### src/rtl/fsk2_rx.sv
// fsk2_rx: 2FSK non-coherent demodulator. Counts hysteresis-qualified zero crossings per bit window,
//   slices each window to one bit and reassembles an MSB-first word framed by rx_flag.
// Latency: bit_valid 1 clk after a window's last sample; rx_valid 2 clk after the frame's last sample.
// Backpressure: none; one sample is consumed every clock, and dropping rx_flag mid-frame aborts it.
//
// Ports:
//   sys_clk, sys_rst_n  clock and asynchronous active-low reset
//   rx_flag             frame envelope, high for the whole received frame
//   x                   signed filtered sample, one per clock
//   bit_out/bit_valid   last sliced bit and its 1-cycle strobe
//   data_out/rx_valid   received word (held between frames) and its 1-cycle strobe
//   rx_busy             high while a frame is being decoded
//   rx_err              1-cycle strobe when a frame is aborted
module fsk2_rx #(
  parameter int SAMPLE_W = 16,
  parameter int NUM_BITS = 16,
  parameter int BIT_CYC  = 50,
  parameter int HYST     = 16,
  parameter int ZC_TH    = 7
) (
  input  logic                       sys_clk,
  input  logic                       sys_rst_n,
  input  logic                       rx_flag,
  input  logic signed [SAMPLE_W-1:0] x,
  output logic                       bit_out,
  output logic                       bit_valid,
  output logic        [NUM_BITS-1:0] data_out,
  output logic                       rx_valid,
  output logic                       rx_busy,
  output logic                       rx_err
);

  localparam int ZC_W  = $clog2(BIT_CYC + 1);
  localparam int CYC_W = (BIT_CYC > 1) ? $clog2(BIT_CYC) : 1;
  localparam int BC_W  = $clog2(NUM_BITS + 1);

  localparam logic        [ZC_W-1:0]     ZC_MAX  = '1;
  localparam logic        [ZC_W-1:0]     ZC_THR  = ZC_W'(ZC_TH);
  localparam logic        [CYC_W-1:0]    CYC_END = CYC_W'(BIT_CYC - 1);
  localparam logic        [BC_W-1:0]     BC_END  = BC_W'(NUM_BITS - 1);
  localparam logic signed [SAMPLE_W-1:0] HYST_P  = SAMPLE_W'(HYST);
  localparam logic signed [SAMPLE_W-1:0] HYST_N  = SAMPLE_W'(-HYST);

  typedef enum logic [1:0] {
    S_IDLE = 2'd0,
    S_RUN  = 2'd1,
    S_DONE = 2'd2
  } state_t;

  state_t              r_state;
  logic                r_sign_pos;
  logic                r_rearm;
  logic [CYC_W-1:0]    r_cyc;
  logic [ZC_W-1:0]     r_zc;
  logic [BC_W-1:0]     r_bit_cnt;
  logic [NUM_BITS-1:0] r_shreg;
  logic [NUM_BITS-1:0] r_data;
  logic                r_bit_out;
  logic                r_bit_vld;
  logic                r_rx_vld;
  logic                r_rx_err;
  logic                r_busy;

  logic            w_above;
  logic            w_below;
  logic            w_cross;
  logic [ZC_W-1:0] w_zc_next;
  logic            w_bit;
  logic            w_last;
  logic            w_start;

  // A crossing is a change of the hysteresis sign state; samples inside the band never flip it.
  assign w_above   = (x > HYST_P);
  assign w_below   = (x < HYST_N);
  assign w_cross   = (w_above && !r_sign_pos) || (w_below && r_sign_pos);
  assign w_zc_next = (r_zc == ZC_MAX) ? r_zc : r_zc + ZC_W'(w_cross);
  // The decision uses the count including the window's final sample.
  assign w_bit     = (w_zc_next >= ZC_THR);
  assign w_last    = (r_cyc == CYC_END);
  // A new frame needs rx_flag to have been low since the previous frame started.
  assign w_start   = rx_flag && r_rearm;

  always_ff @(posedge sys_clk or negedge sys_rst_n) begin
    if (!sys_rst_n) begin
      r_sign_pos <= 1'b1;
    end else if (w_above) begin
      r_sign_pos <= 1'b1;
    end else if (w_below) begin
      r_sign_pos <= 1'b0;
    end
  end

  always_ff @(posedge sys_clk or negedge sys_rst_n) begin
    if (!sys_rst_n) begin
      r_state   <= S_IDLE;
      r_rearm   <= 1'b1;
      r_cyc     <= '0;
      r_zc      <= '0;
      r_bit_cnt <= '0;
      r_shreg   <= '0;
      r_data    <= '0;
      r_bit_out <= 1'b0;
      r_bit_vld <= 1'b0;
      r_rx_vld  <= 1'b0;
      r_rx_err  <= 1'b0;
      r_busy    <= 1'b0;
    end else begin
      r_bit_vld <= 1'b0;
      r_rx_vld  <= 1'b0;
      r_rx_err  <= 1'b0;
      if (!rx_flag) begin
        r_rearm <= 1'b1;
      end
      case (r_state)
        S_IDLE, S_DONE: begin
          if (r_state == S_DONE) begin
            r_data   <= r_shreg;
            r_rx_vld <= 1'b1;
          end
          if (w_start) begin
            // The entry-cycle sample is the window's first sample, so it is
            // already counted here and the cycle counter continues from 1.
            r_state   <= S_RUN;
            r_busy    <= 1'b1;
            r_rearm   <= 1'b0;
            r_cyc     <= CYC_W'(1);
            r_zc      <= ZC_W'(w_cross);
            r_bit_cnt <= '0;
          end else begin
            r_state <= S_IDLE;
          end
        end
        S_RUN: begin
          if (!rx_flag) begin
            // Abort wins over a decision in the same cycle; the partial bit is dropped.
            r_state  <= S_IDLE;
            r_busy   <= 1'b0;
            r_rx_err <= 1'b1;
          end else if (w_last) begin
            r_shreg   <= {r_shreg[NUM_BITS-2:0], w_bit};
            r_bit_out <= w_bit;
            r_bit_vld <= 1'b1;
            r_zc      <= '0;
            r_cyc     <= '0;
            r_bit_cnt <= r_bit_cnt + BC_W'(1);
            if (r_bit_cnt == BC_END) begin
              r_state <= S_DONE;
              r_busy  <= 1'b0;
            end
          end else begin
            r_zc  <= w_zc_next;
            r_cyc <= r_cyc + CYC_W'(1);
          end
        end
        default: begin
          r_state <= S_IDLE;
          r_busy  <= 1'b0;
        end
      endcase
    end
  end

  assign bit_out   = r_bit_out;
  assign bit_valid = r_bit_vld;
  assign data_out  = r_data;
  assign rx_valid  = r_rx_vld;
  assign rx_busy   = r_busy;
  assign rx_err    = r_rx_err;

endmodule
### config.mk
export PLATFORM = sky130hd
export DESIGN_NAME = fsk2_rx
export DESIGN_NICKNAME = d
export VERILOG_FILES = /design/src/rtl/fsk2_rx.sv
export SDC_FILE = /design/constraint.sdc
export NUM_CORES = 1
export LEC_CHECK = 0
export CAP_MARGIN = 20
export CORE_MARGIN = 1
export CORE_UTILIZATION = 50
export CTS_BUF_LIST = sky130_fd_sc_hd__clkbuf_4 sky130_fd_sc_hd__clkbuf_8
export CTS_CLUSTER_SIZE = 14
export DETAILED_ROUTE_END_ITERATION = 16
export PLACE_DENSITY = 0.72
export SETUP_SLACK_MARGIN = 0.2
export SLEW_MARGIN = 20
export SYNTH_ARGS = -nofsm -noshare
export SYNTH_HDL_FRONTEND = slang
export SYNTH_SLANG_ARGS = --single-unit
export TNS_END_PERCENT = 30
### constraint.sdc
create_clock -name sys_clk -period 3.79 [get_ports sys_clk]
set_input_delay 1.137 -clock sys_clk [delete_from_list [all_inputs] [get_ports sys_clk]]
set_output_delay 1.137 -clock sys_clk [all_outputs]
set_load 0.005 [all_outputs]
After elaboration in Yosys (flattened, before gate mapping) --
Index checks and enable logic that the tools add are counted.
Cells by class: mux-type cells 35, $add $sub $neg 3, order comparisons 3, reduce and logical (&&, ||, !) cells 15, equality and inequality tests 10
Operator list (number):
- $mux 6 | 7
- $pmux 6 s2 | 2
- $mux 1 | 17
- $gt 16x6->1 const B | 1
- $lt 16x5->1 const B | 1
- $mux 5 | 3
- $eq 6x6->1 const B | 2
- $pmux 5 s2 | 1
- $reduce_and 3->1 | 3
- $add 6x1->6 | 1
- $add 6x1->6 const B | 1
- $ge 6x3->1 const B | 1
- $mux 2 | 3
- $ne 2x2->1 const B | 3
- $ne 3x3->1 const B | 2
- $add 5x1->5 const B | 1
- $eq 5x4->1 const B | 1
- $pmux 2 s2 | 1
- $reduce_and 2->1 | 2
- $reduce_and 4->1 | 1
- $reduce_bool 2->1 | 2
- $logic_and 1x1->1 | 3
- $eq 2x1->1 const B | 1
- $eq 2x2->1 const B | 1
- other kinds (5) | 5
Storage, ports and cells: logic and storage cells 79, bits of input ports 19, output and inout port bits 21, register bits 58

Longest topological paths before layout --
depth after elaboration 8, depth in mapped cells 9, mapped depth without buffers 9

Worst setup path before layout --
OpenSTA, ideal clock, no wires.
path kind input to register, start point in x[0], end point reg r_shreg[0], cell stages on the path 9, setup time 129 ps, buffers on the path 0, arrival time 2791 ps, required time 3661 ps, path slack 870 ps, cell sequence o41ai_1 nand4_1 o2bb2ai_1 ha_1 ha_1 a31oi_1 a21oi_1 nor4b_1 o21ai_0
Between the ends: cells in the longest elaborated chain, start to end 6, elaborated cells between the ends (all ways) 8, those cells by class add/sub (1); order compare (3); mux (1); reduce/logical (3)
Ends and longest elaborated chain:
- start: declaration | RTL line 24 | input logic signed [SAMPLE_W-1:0] x,
- $gt 16x6->1 / $lt 16x5->1 (equally long branches) | RTL line 73, 74
- $logic_and 1x1->1 | RTL line 75 | assign w_cross = (w_above && !r_sign_pos) || (w_below && r_sign_pos);
- $logic_or 1x1->1 (*) | RTL line 75
- $add 6x1->6 (*) | RTL line 76 | assign w_zc_next = (r_zc == ZC_MAX) ? r_zc : r_zc + ZC_W'(w_cross);
- $mux 6 (*) | RTL line 76
- $ge 6x3->1 (*) | RTL line 78 | assign w_bit = (w_zc_next >= ZC_THR);
- end signal: assignment | RTL line 140 | r_shreg <= {r_shreg[NUM_BITS-2:0], w_bit};
- end: declaration | RTL line 56 | logic [NUM_BITS-1:0] r_shreg;
Mark *: on every way between the ends. The rest lies on a longest branch, timed or not. A chain may end at the register's enable or synchronous reset.

Final worst setup path --
Same ends and word-level chain as after synthesis.

==> impl_metrics.yaml <==
outcome:
  outcome: "complete, no violations"
drt:
  wl_met1_um: 2200
  firstDrtPassIters: 4
  vias: 1798
  ant_nets: 0
  wl_met3_um: 159
  top_layer: "met4"
  vias_per_cell: 5.43
  wl_met2_um: 2200
  drt_iter0_markers: 85
  routed_wl_um: 4660
  drc: 0
  wl_per_cell_um: 14.1
setup_path:
  crit_slowest_cell: "clkdlybuf4s50_1"
  r2r_start: "r_sign_pos"
  critPathTopFamily: "compound AO/OA/AOI/OAI gates"
  worst_ep_required_time_ns: 3.99
  cp_max_fo: 6
  endpoint: "r_shreg[0]"
  arrival_ns: 3.45
  cpMostUsedCell: "ha_1"
  critical_path_class: "in2reg"
  worst_setup_path_end_kind: "flop"
  critPathMaxStageDelay_ns: 0.40
  path_cells: "clkdlybuf4s50_1, o41ai_1, nand4_1, o2bb2ai_1, ha_1, ha_1, a31oi_1, a21oi_1, nor4b_1, o21ai_0"
  timing.critical_path.buf_inv: 1
  crit_start: "x[0]"
  rrSetupSlack_ns: 1.62
  worst_r2r_endpoint: "r_shreg[0]"
  cp_num_cells: 10
  start_kind: "input pin"
  worst_r2r_path_depth: 8
global_route:
  grt_pass1_wl_um: 8040
  overflow: 0
  grt_max_degree: 24
  grt_usage_pct: 20.3
  first_global_vias: 1690
  antenna_found_initial: 0
clock_tree:
  root_buffer: "clkbuf_8"
  clkLatencyLatePin_ns: 0.32
  htree_levels: 3
  cts.sinks: 57
  numCtsBuffers: 9
  cts_hold_buffers: 0
  clk_pin_slew_worst_paths_ns: 0.07
  clockBufferDepth: 2
  cts_tree: "yes"
  cts.repair.resized: 0
  post_cts_buffers: 0
placement:
  io_buffers: 39
  hpwl_um: 3320
  gp_congestion: 0.809
die:
  die_x_um: 73.6
  die-area_sq_um: 5420
  ios: 40
  start_util_pct: 53.2
  row_count: 25
  die_h_um: 73.6
  core_area_sq_um: 4820
sta:
  setup_violations: 0
  max_freq_ghz: 0.308
  hold_viol: 0
  min_period_ns: 3.25
  rsz0062_at_grt: "false"
  fin_worst_skew_ns: 0.00529
  worst_pin_slew_ns: 0.704
  timing.slew.headroom_pct: 53.0
  tns_ns: 0
  report.final.slew_viol_count: 0
  finalCritPeriodShare_pct: 85.7
layout:
  final_nets: 284
  area_growth_pct: 26.7
  n_antenna_cell: 0
  fillers: 390
  drive_above_1_share_pct: 22.3
  utilization_pct: 67.5
synthesis:
  ys_types: 48
  synth_seq_cells: 57
  synth_nets: 237
  synth-edff-count: 0
  synthArstFlopShare_pct: 100
  avgSynthCellArea_sq_um: 12.1
  synth-main-ff-cell: "dfrtp_1"
  syn-cell-area_sq_um: 2560
  ys_warn_count: 0
  ys_seq_area_share_pct: 55.7
  syn_inst: 212
pwr:
  ir_drop_mv: 0.229
  power_density_nw_per_um2: 460
  leakagePower_nw: 1.50
  finalPower_mw: 1.49
hold_path:
  hold_class: "reg2reg"
run:
  drv_cap: 0
-- layer usage --
metal | track usage [%] | vias to the layer above
met5 | 0 | -
met2 | 30.9 | 38
met4 | 10.9 | 0
met3 | 4.25 | 9
li1 | - | 875
met1 | 27.3 | 876
-- registers in the layout (all words and copies together), names as in the netlist --
register and flops:
rx_err 1, r_cyc 6, rx_busy 1, r_bit_cnt 5, bit_valid 1, data_out 16, r_shreg 16, r_sign_pos 1
rx_valid 1, r_state 2, r_rearm 1, r_zc 6
-- worst register-to-register path, delay by kind of cell, from the launching register on --
kind / cells / cell delay [ns]
DFF: 1 / 0.55
AOI/OAI and AO/OA: 3 / 0.35
and+or+nand+nor: 3 / 0.58
adders and majority gates: 2 / 0.56
-- cell families after synthesis --
family,count (synthesis),synth area share (%)
buf+inv,14,2.73
flops,57,55.7
simple gates,55,11.6
fa+ha+maj,6,2.93
compound gates,45,12.0
mux,31,13.6
xor+xnor,4,1.37
-- area by class of cell --
| type | count | area [sq um] | area share [%] |
|---|---|---|---|
| multi-input cells | 141 | 1060 | 32.8 |
| clock inverters | 4 | 75.1 | 2.31 |
| flip-flops and latches | 57 | 1430 | 44.0 |
| well taps | 67 | 83.8 | 2.58 |
| clock buffers | 12 | 159 | 4.89 |
| inverters | 8 | 30.0 | 0.924 |
| repair buffers | 42 | 408 | 12.6 |
-- power by group --
group / switching (mW) / internal [mW]
registers: 0.0333 / 0.643
clock network: 0.241 / 0.413
logic: 0.0871 / 0.0777
-- cells in the final DEF (no fill, tap or decap), types with 2 or more instances in the layout --
cell type | Yosys | routed
inv_1 | 8 | 8
ha_1 | 6 | 6
o211ai_1 | 2 | 2
nor4_1 | 2 | 2
and3_1 | 2 | 2
bufinv_16 | 0 | 2
a21oi_1 | 8 | 8
dfstp_2 | 2 | 2
clkinvlp_4 | 0 | 2
and4_1 | 2 | 2
xor2_1 | 3 | 3
clkbuf_8 | 1 | 11
nand2_1 | 11 | 11
and2_1 | 3 | 3
clkdlybuf4s50_1 | 0 | 38
mux2_2 | 31 | 31
a31oi_1 | 3 | 3
buf_4 | 1 | 3
o22ai_1 | 4 | 4
nand3_1 | 5 | 5
dfrtp_1 | 55 | 55
nand4_1 | 4 | 4
or4_1 | 2 | 2
nor2_1 | 13 | 13
o21ai_0 | 11 | 11
nor3_1 | 2 | 2
o31ai_1 | 2 | 2
o2bb2ai_1 | 4 | 4
-- per-stage QoR --
stage / setup WS [ns] / hold slack, ns / area, sq um / std cells
final: 0.543 / 0.471 / 3250 / 331
after global routing: 0.312 / 0.493 / 3250 / 331
after CTS: 0.541 / 0.470 / 3250 / 331
after detailed placement: 0.184 / 0.460 / 3020 / 315
after global placement: 0.303 / 0.456 / 3020 / 315
after floorplan: 0.870 / 0.448 / 2560 / 212
-- cell usage after synthesis (2+ instances only) --
master | count | area, sq um
nor4_1 | 2 | 12.5
and2_1 | 3 | 18.8
and4_1 | 2 | 17.5
buf_2 | 3 | 15.0
o31ai_1 | 2 | 15.0
xor2_1 | 3 | 26.3
o2bb2ai_1 | 4 | 35.0
nor2_1 | 13 | 48.8
nor3_1 | 2 | 10.0
inv_1 | 8 | 30.0
nand2_1 | 11 | 41.3
and3_1 | 2 | 12.5
dfrtp_1 | 55 | 1380
ha_1 | 6 | 75.1
nand3_1 | 5 | 25.0
mux2_2 | 31 | 349
nand4_1 | 4 | 25.0
o22ai_1 | 4 | 25.0
or4_1 | 2 | 15.0
o21ai_0 | 11 | 55.1
a31oi_1 | 3 | 18.8
a21oi_1 | 8 | 40.0
dfstp_2 | 2 | 52.6
o211ai_1 | 2 | 15.0
-- worst min-delay path by stage --
stage                  from       to  slack (ns)  cells after the start
finish              r_rearm  r_rearm        0.47                      2
global route        r_rearm  r_rearm        0.49                      2
CTS                 r_rearm  r_rearm        0.47                      2
detailed placement  r_rearm  r_rearm        0.46                      2
global placement    r_rearm  r_rearm        0.46                      2
floorplan           r_rearm  r_rearm        0.45                      2
No activity file was read; power rests on OpenSTA's default activity.
